## config.mk

```make
export PLATFORM = sky130hd
export DESIGN_NAME = imm_accumulator
export DESIGN_NICKNAME = d
export VERILOG_FILES = /design/src/rtl/imm_accumulator.sv
export SDC_FILE = /design/constraint.sdc
export NUM_CORES = 1
export LEC_CHECK = 0
export BUFFER_PORTS_ARGS = -buffer_cell sky130_fd_sc_hd__buf_2
export CORE_AREA = 3 3 62 64
export CTS_BUF_LIST = sky130_fd_sc_hd__clkbuf_4
export CTS_CLUSTER_DIAMETER = 120
export DETAILED_ROUTE_END_ITERATION = 6
export DIE_AREA = 0 0 65 67
export GPL_ROUTABILITY_DRIVEN = 0
export PLACE_DENSITY = 0.73
export REMOVE_ABC_BUFFERS = 1
export SLEW_MARGIN = 5
export SYNTH_ARGS = -nofsm -noshare
export SYNTH_HDL_FRONTEND = slang
export SYNTH_SLANG_ARGS = --single-unit
export TNS_END_PERCENT = 50
```

## constraint.sdc

```tcl
create_clock -name clk -period 3.5 [get_ports clk]
set_input_delay 0 -clock clk [delete_from_list [all_inputs] [get_ports clk]]
set_output_delay 0 -clock clk [all_outputs]
set_load 0.02 [all_outputs]
```

## src/rtl/imm_accumulator.sv

```systemverilog
// imm_accumulator
//   Sums bursts of N sign-extended operands into a saturating signed
//   accumulator and presents each burst result on a valid/ready output port
//   until the consumer takes it.
//
// Ports
//   clk        rising-edge clock
//   rst        asynchronous active-high reset, released synchronously to clk
//   clear      synchronous abort of the burst in progress (highest priority)
//   in_valid   in_data carries an operand
//   in_ready   block can accept an operand (a function of state only)
//   in_data    IN_W-bit signed operand, already sign-extended upstream
//   out_valid  out_data / out_sat / out_count hold a finished burst result
//   out_ready  consumer takes the result
//   out_data   ACC_W-bit signed burst sum, saturated
//   out_sat    the clamp was applied at least once during this burst
//   out_count  operands accepted so far in the current burst
module imm_accumulator #(
  parameter int IN_W  = 11,
  parameter int ACC_W = 16,
  parameter int N     = 8
) (
  input  logic             clk,
  input  logic             rst,
  input  logic             clear,
  input  logic             in_valid,
  output logic             in_ready,
  input  logic [IN_W-1:0]  in_data,
  output logic             out_valid,
  input  logic             out_ready,
  output logic [ACC_W-1:0] out_data,
  output logic             out_sat,
  output logic [3:0]       out_count
);

  localparam logic [0:0] ACCUM = 1'b0;
  localparam logic [0:0] HOLD  = 1'b1;

  localparam int               EXT_W   = ACC_W + 1;
  localparam logic [3:0]       N_CNT   = 4'(N);
  localparam logic [ACC_W-1:0] ACC_MAX = {1'b0, {(ACC_W-1){1'b1}}};
  localparam logic [ACC_W-1:0] ACC_MIN = {1'b1, {(ACC_W-1){1'b0}}};

  logic [0:0]       state_r;
  logic [0:0]       state_nxt_s;
  logic [ACC_W-1:0] acc_r;
  logic [ACC_W-1:0] acc_nxt_s;
  logic             sat_r;
  logic             sat_nxt_s;
  logic [3:0]       count_r;
  logic [3:0]       count_nxt_s;

  logic [EXT_W-1:0] sum_s;
  logic             ovf_s;
  logic [ACC_W-1:0] clamped_s;
  logic [3:0]       count_inc_s;
  logic             accept_s;
  logic             handshake_s;

  assign accept_s    = in_valid  && (state_r == ACCUM);
  assign handshake_s = out_ready && (state_r == HOLD);
  assign count_inc_s = count_r + 4'd1;

  // Saturating add: one guard bit; overflow when the guard and the ACC_W sign bit disagree.
  always_comb begin
    sum_s = {acc_r[ACC_W-1], acc_r} + {{(EXT_W-IN_W){in_data[IN_W-1]}}, in_data};
    ovf_s = sum_s[ACC_W] ^ sum_s[ACC_W-1];
    if (ovf_s) begin
      // The guard bit holds the true sign of the unclamped sum.
      clamped_s = sum_s[ACC_W] ? ACC_MIN : ACC_MAX;
    end else begin
      clamped_s = sum_s[ACC_W-1:0];
    end
  end

  // Next-state logic: clear overrides any accept or handshake in the same cycle.
  always_comb begin
    state_nxt_s = state_r;
    acc_nxt_s   = acc_r;
    sat_nxt_s   = sat_r;
    count_nxt_s = count_r;
    if (clear) begin
      state_nxt_s = ACCUM;
      acc_nxt_s   = {ACC_W{1'b0}};
      sat_nxt_s   = 1'b0;
      count_nxt_s = 4'd0;
    end else begin
      case (state_r)
        ACCUM: begin
          if (accept_s) begin
            acc_nxt_s   = clamped_s;
            sat_nxt_s   = sat_r | ovf_s;
            count_nxt_s = count_inc_s;
            if (count_inc_s == N_CNT) begin
              state_nxt_s = HOLD;
            end else begin
              state_nxt_s = ACCUM;
            end
          end else begin
            state_nxt_s = ACCUM;
          end
        end
        HOLD: begin
          if (handshake_s) begin
            state_nxt_s = ACCUM;
            acc_nxt_s   = {ACC_W{1'b0}};
            sat_nxt_s   = 1'b0;
            count_nxt_s = 4'd0;
          end else begin
            state_nxt_s = HOLD;
          end
        end
        default: begin
          state_nxt_s = ACCUM;
          acc_nxt_s   = {ACC_W{1'b0}};
          sat_nxt_s   = 1'b0;
          count_nxt_s = 4'd0;
        end
      endcase
    end
  end

  // State registers with asynchronous reset.
  always_ff @(posedge clk or posedge rst) begin
    if (rst) begin
      state_r <= ACCUM;
      acc_r   <= {ACC_W{1'b0}};
      sat_r   <= 1'b0;
      count_r <= 4'd0;
    end else begin
      state_r <= state_nxt_s;
      acc_r   <= acc_nxt_s;
      sat_r   <= sat_nxt_s;
      count_r <= count_nxt_s;
    end
  end

  // Outputs come straight from registers; in HOLD count_r equals N.
  assign in_ready  = (state_r == ACCUM);
  assign out_valid = (state_r == HOLD);
  assign out_data  = acc_r;
  assign out_sat   = sat_r;
  assign out_count = count_r;

endmodule
```

Word-level counts from Yosys, hierarchy flattened
Index checks and enable logic that the tools add are counted.
{ "op_classes": {"bitwise": 3, "eq_ne": 3, "n_addsub": 2, "reduce_logical": 3, "mux": 19} }
{ "ops": {"columns": ["op", "count"], "rows": [
  ["$mux W16", 5],
  ["$pmux W16 S2", 1],
  ["$add A16 B11 Y17", 1],
  ["$mux W4", 3],
  ["$pmux W4 S2", 1],
  ["$mux W1", 7],
  ["$ne A3 B2 Y1 const B", 2],
  ["$add A4 B1 Y4 const B", 1],
  ["$eq A4 B4 Y1 const B", 1],
  ["$pmux W1 S2", 2],
  ["$logic_and A1 B1 Y1", 2],
  ["$reduce_and A2 Y1", 1],
  ["$not A1 Y1", 1],
  ["$or A1 B1 Y1", 1],
  ["$xor A1 B1 Y1", 1]
]} }
{ "word_totals": {"elab_cells": 34, "output_inout_bits": 23, "ff_bits": 22} }

Longest topological paths before layout
{ "depth": {"word_depth": 6, "mapped_depth": 11} }

Least setup slack after synthesis
No wires, ideal clock.
{ "synth_timing": {"path_kind": "reg-to-reg", "start": "register acc_r[0] (netlist: out_data[0])", "end": "register acc_r[2] (netlist: out_data[2])", "arrival_time_ns": 2.505, "stages_incl_launch_ff": 12, "path_slack_ns": 0.869, "path_buffers": 2, "t_required_ns": 3.374, "setup_ns": 0.126, "cell_sequence": "dfrtp_1 > ha_1 > fa_1 > a211oi_2 > nor2_1 > o21ai_2 > o31ai_1 > and2_1 > and3_1 > buf_6 > buf_6 > a221o_1"} }
{ "synth_between": {"elab_chain_len": 6, "elab_cells_between_ends": 7} }
{ "synth_lines": {"columns": ["item", "line_no", "text"], "rows": [
  ["start: declaration", "46", "logic [ACC_W-1:0] acc_r;"],
  ["start signal: assignment", "127", "acc_r <= {ACC_W{1'b0}};"],
  ["start signal: assignment", "132", "acc_r <= acc_nxt_s;"],
  ["$add A16 B11 Y17 *", "66", "sum_s = {acc_r[ACC_W-1], acc_r} + {{(EXT_W-IN_W){in_data[IN_W-1]}}, in_data};"],
  ["$mux W16 / $xor A1 B1 Y1 (equally long branches)", "70, 67", null],
  ["$mux W16 *", "68", "if (ovf_s) begin"],
  ["$mux W16 *", "90", "if (accept_s) begin"],
  ["$pmux W16 S2 *", "88", "case (state_r)"],
  ["$mux W16 *", "82", "if (clear) begin"]
]} }
Mark *: on every way between the ends. The rest lies on a longest branch, timed or not. The select of a mux whose other input is x is not followed.
A chain may end at the register's enable or synchronous reset.

Worst setup path after layout
{ "layout_timing": {"start": "register acc_r[0] (netlist: out_data[0])", "end": "register acc_r[7] (netlist: out_data[7])"} }
The elaborated chain is that of the path after synthesis.

==> reports/results.tsv <==
stage	metric	value	unit
pwr	max-vdd-ir-drop	0.364	mV
critical_path	worstPathCellList	ha_1, fa_1, a211oi_2, nor2_1, o21ai_2, o31ai_1, and2_1, and3_1, a221o_1	
synth	synthArstFlopShare	1.00	
routing	via_per_inst	5.66	
routing	firstDrtPassIters	4	
routing	routedWlPerCell	14.4	um
global_routing	track_usage	0.184	
synth	synth_top_family_by_area	compound AO/OA/AOI/OAI gates	
synth	syn_inst	172	
run_status	status	completed	
synth	synth_area_leaders	dfrtp_1 (33%), ha_1 (14%), a221o_1 (9.0%), xnor2_1 (5.3%), o21ai_0 (3.6%)	
synth	synth_xor_area_frac	0.0788	
synth	yosysTopAreaCellShare	0.330	
floorplanning	rows	21	
finish	final_common_cell	buf_2	
floorplanning	initial_utilization	0.500	
synth	seq_area_frac_synth	0.330	
clocking	numCtsBuffers	3	
synth	synth.area.mux_share	0.0128	
sta	rsz0062_at_grt	no	
critical_path	slowest_delay	0.44	ns
critical_path	critPathCaptureType	flop	
sta	setup-tns-final	0	ns
placement	hpwl	2730	um
run	max-cap-violations	0	
synth	avgSynthCellArea	9.70	um^2
sta	min_period_over_period	0.788	
sta	hold_slack	0.0517	ns
floorplanning	die_y	67	um
critical_path	critPathBufInv	0	
sta	slew_headroom	0.422	
critical_path	cp_data_arrival_time	2.97	ns
global_routing	grt_max_degree	23	
synth	synthAdderAreaFrac	0.147	
synth	synth_compound_area_frac	0.281	
pwr	power_density	818	nW/um^2
sta	slew_violations	0	
routing	antenna_left	0	
clocking	clkSlewWorstSetupHoldPaths	0.14	ns
sta	fmaxAchievable	363	MHz
critical_path	crit_type	flop to flop	
floorplanning	die_area	4360	um^2
critical_path	startpoint_type	flop	
sta	setup_ws	0.744	ns
sta	fin_crit	2.76	ns
synth	syn-cell-area	1670	um^2
clocking	htreeDepth	1	
placement	port_buffers	38	
synth	synth-simple-area-share	0.120	
critical_path	critical_path.top_delay_family	compound AO/OA/AOI/OAI gates	
critical_path	critical_path.max_fanout	15	
finish	nets	249	
routing	drc	0	
routing	vias	1467	
clocking	clock_latency	0.32	ns
critical_path	crit_required	3.72	ns
synth	synth_edf_count	0	
synth	synth_seq_cells	22	
finish	drive_gt1_frac	0.249	
floorplanning	pin_count	39	
global_routing	antenna_found_initial	0	
finish	synthToLayoutAreaGrowth	18.2	%
pwr	power_leakage	0.972	nW
finish	antenna_cells	0	
sta	setup-violations-final	0	
sta	clock-skew-final	0.00506	ns
routing	drtIter0Drc	37	
synth	yosys_warnings	0	
global_routing	grt_pass1_wl	6350	um
finish	final_cell_mix	buf_2 (38), dfrtp_1 (22), ha_1 (18)	
synth	yosysUniqueCellTypes	40	
placement	place_ws	0.766	ns
clocking	cts_hold_buf	3	
worst_hold_path	hp-class	primary input to flop	
synth	synth_top_flop_cell	dfrtp_1	
clocking	clockRootBuffer	clkbuf_4	
sta	worst_slew_pin_slew	0.866	ns
clocking	cts.sinks	22	
critical_path	slowest_stage	fa_1	
pwr	report.power.total	1.61	mW
floorplanning	die_x	65	um
global_routing	gr-total-overflow	0	
floorplanning	coreArea	3340	um^2
clocking	clk_path_buf_depth	2	
clocking	cts_tree	built	
synth	yosys.area.top_type	dfrtp_1	
sta	hold_viol	0	
global_routing	grt_pass1_vias	1423	
clocking	cts_resized	0	
clocking	cts_setup_buffers	0	
routing	wl	3740	um
finish	num-fill-cells	292	
-- metal layers --
metal / global-route usage / wire length (um)
met1: 0.230 / 1760
met2: 0.324 / 1770
met3: 0.0253 / 175
met4: 0.0633 / 33
met5: 0 / 0
-- worst min-delay path, cell delays in order --
cell and delay (ns):
buf_2 0.12, nand2_1 0.13, o21ai_0 0.09
-- cell families after synthesis --
logic type | after synthesis
buffers and inverters | 9
adder cells (fa/ha/maj) | 19
AO/OA/AOI/OAI | 62
XOR/XNOR | 15
AND/OR/NAND/NOR | 43
flip-flops | 22
multiplexers | 2
-- Yosys cell counts (all sizes together) (2+ instances only) --
cell,n
ha,18
o31ai,2
a31oi,2
clkbuf,2
buf,3
o21ai,14
a21o,3
nand3,6
dfrtp,22
nand2,15
a221o,15
xnor2,10
nand2b,2
o211ai,2
and2,2
inv,4
a211oi,3
nor2,12
nor3b,3
xor2,5
a21oi,13
nand4,2
-- final timing paths --
path,start,end,slack (ns),cells past startpoint
max,out_data[0]$_DFFE_PP0P_,out_data[7]$_DFFE_PP0P_,0.74,9
min,in_valid,out_count[0]$_DFFE_PP0P_,0.05,3
max reg2reg,out_data[0]$_DFFE_PP0P_,out_data[7]$_DFFE_PP0P_,0.74,9
min reg2reg,out_data[15]$_DFFE_PP0P_,out_data[15]$_DFFE_PP0P_,0.54,2
max in group asynchronous,rst,out_data[10]$_DFFE_PP0P_,2.59,3
min in group asynchronous,rst,out_data[3]$_DFFE_PP0P_,0.38,3
-- layout make-up --
class	count	area, um^2	share of cell area
Tap cell	46	57.6	0.0292
Sequential cell	22	551	0.279
Timing Repair Buffer	42	228	0.116
Multi-Input combinational cell	141	1070	0.542
Clock inverter	1	30.0	0.0152
Clock buffer	3	22.5	0.0114
Inverter	4	15.0	0.00762
-- registers in the layout, summed over array words and instances, names as in the netlist --
register / count
out_count: 4
out_valid: 1
out_sat: 1
out_data: 16
-- stage by stage --
step                area, um^2   util  std cells
floorplan                 1630      -        167
CTS                       1970  0.591        259
finish                    1970  0.591        259
global placement          1890  0.566        252
global route              1970  0.591        259
detailed placement        1890  0.566        252
-- where the power goes --
group	total [mW]	leakage, nW	internal, mW	switching, mW
Combinational	0.988	0.655	0.426	0.561
Sequential	0.422	0.290	0.343	0.0790
Clock	0.203	0.0279	0.116	0.0875
Power figures use the tool's default switching activity.
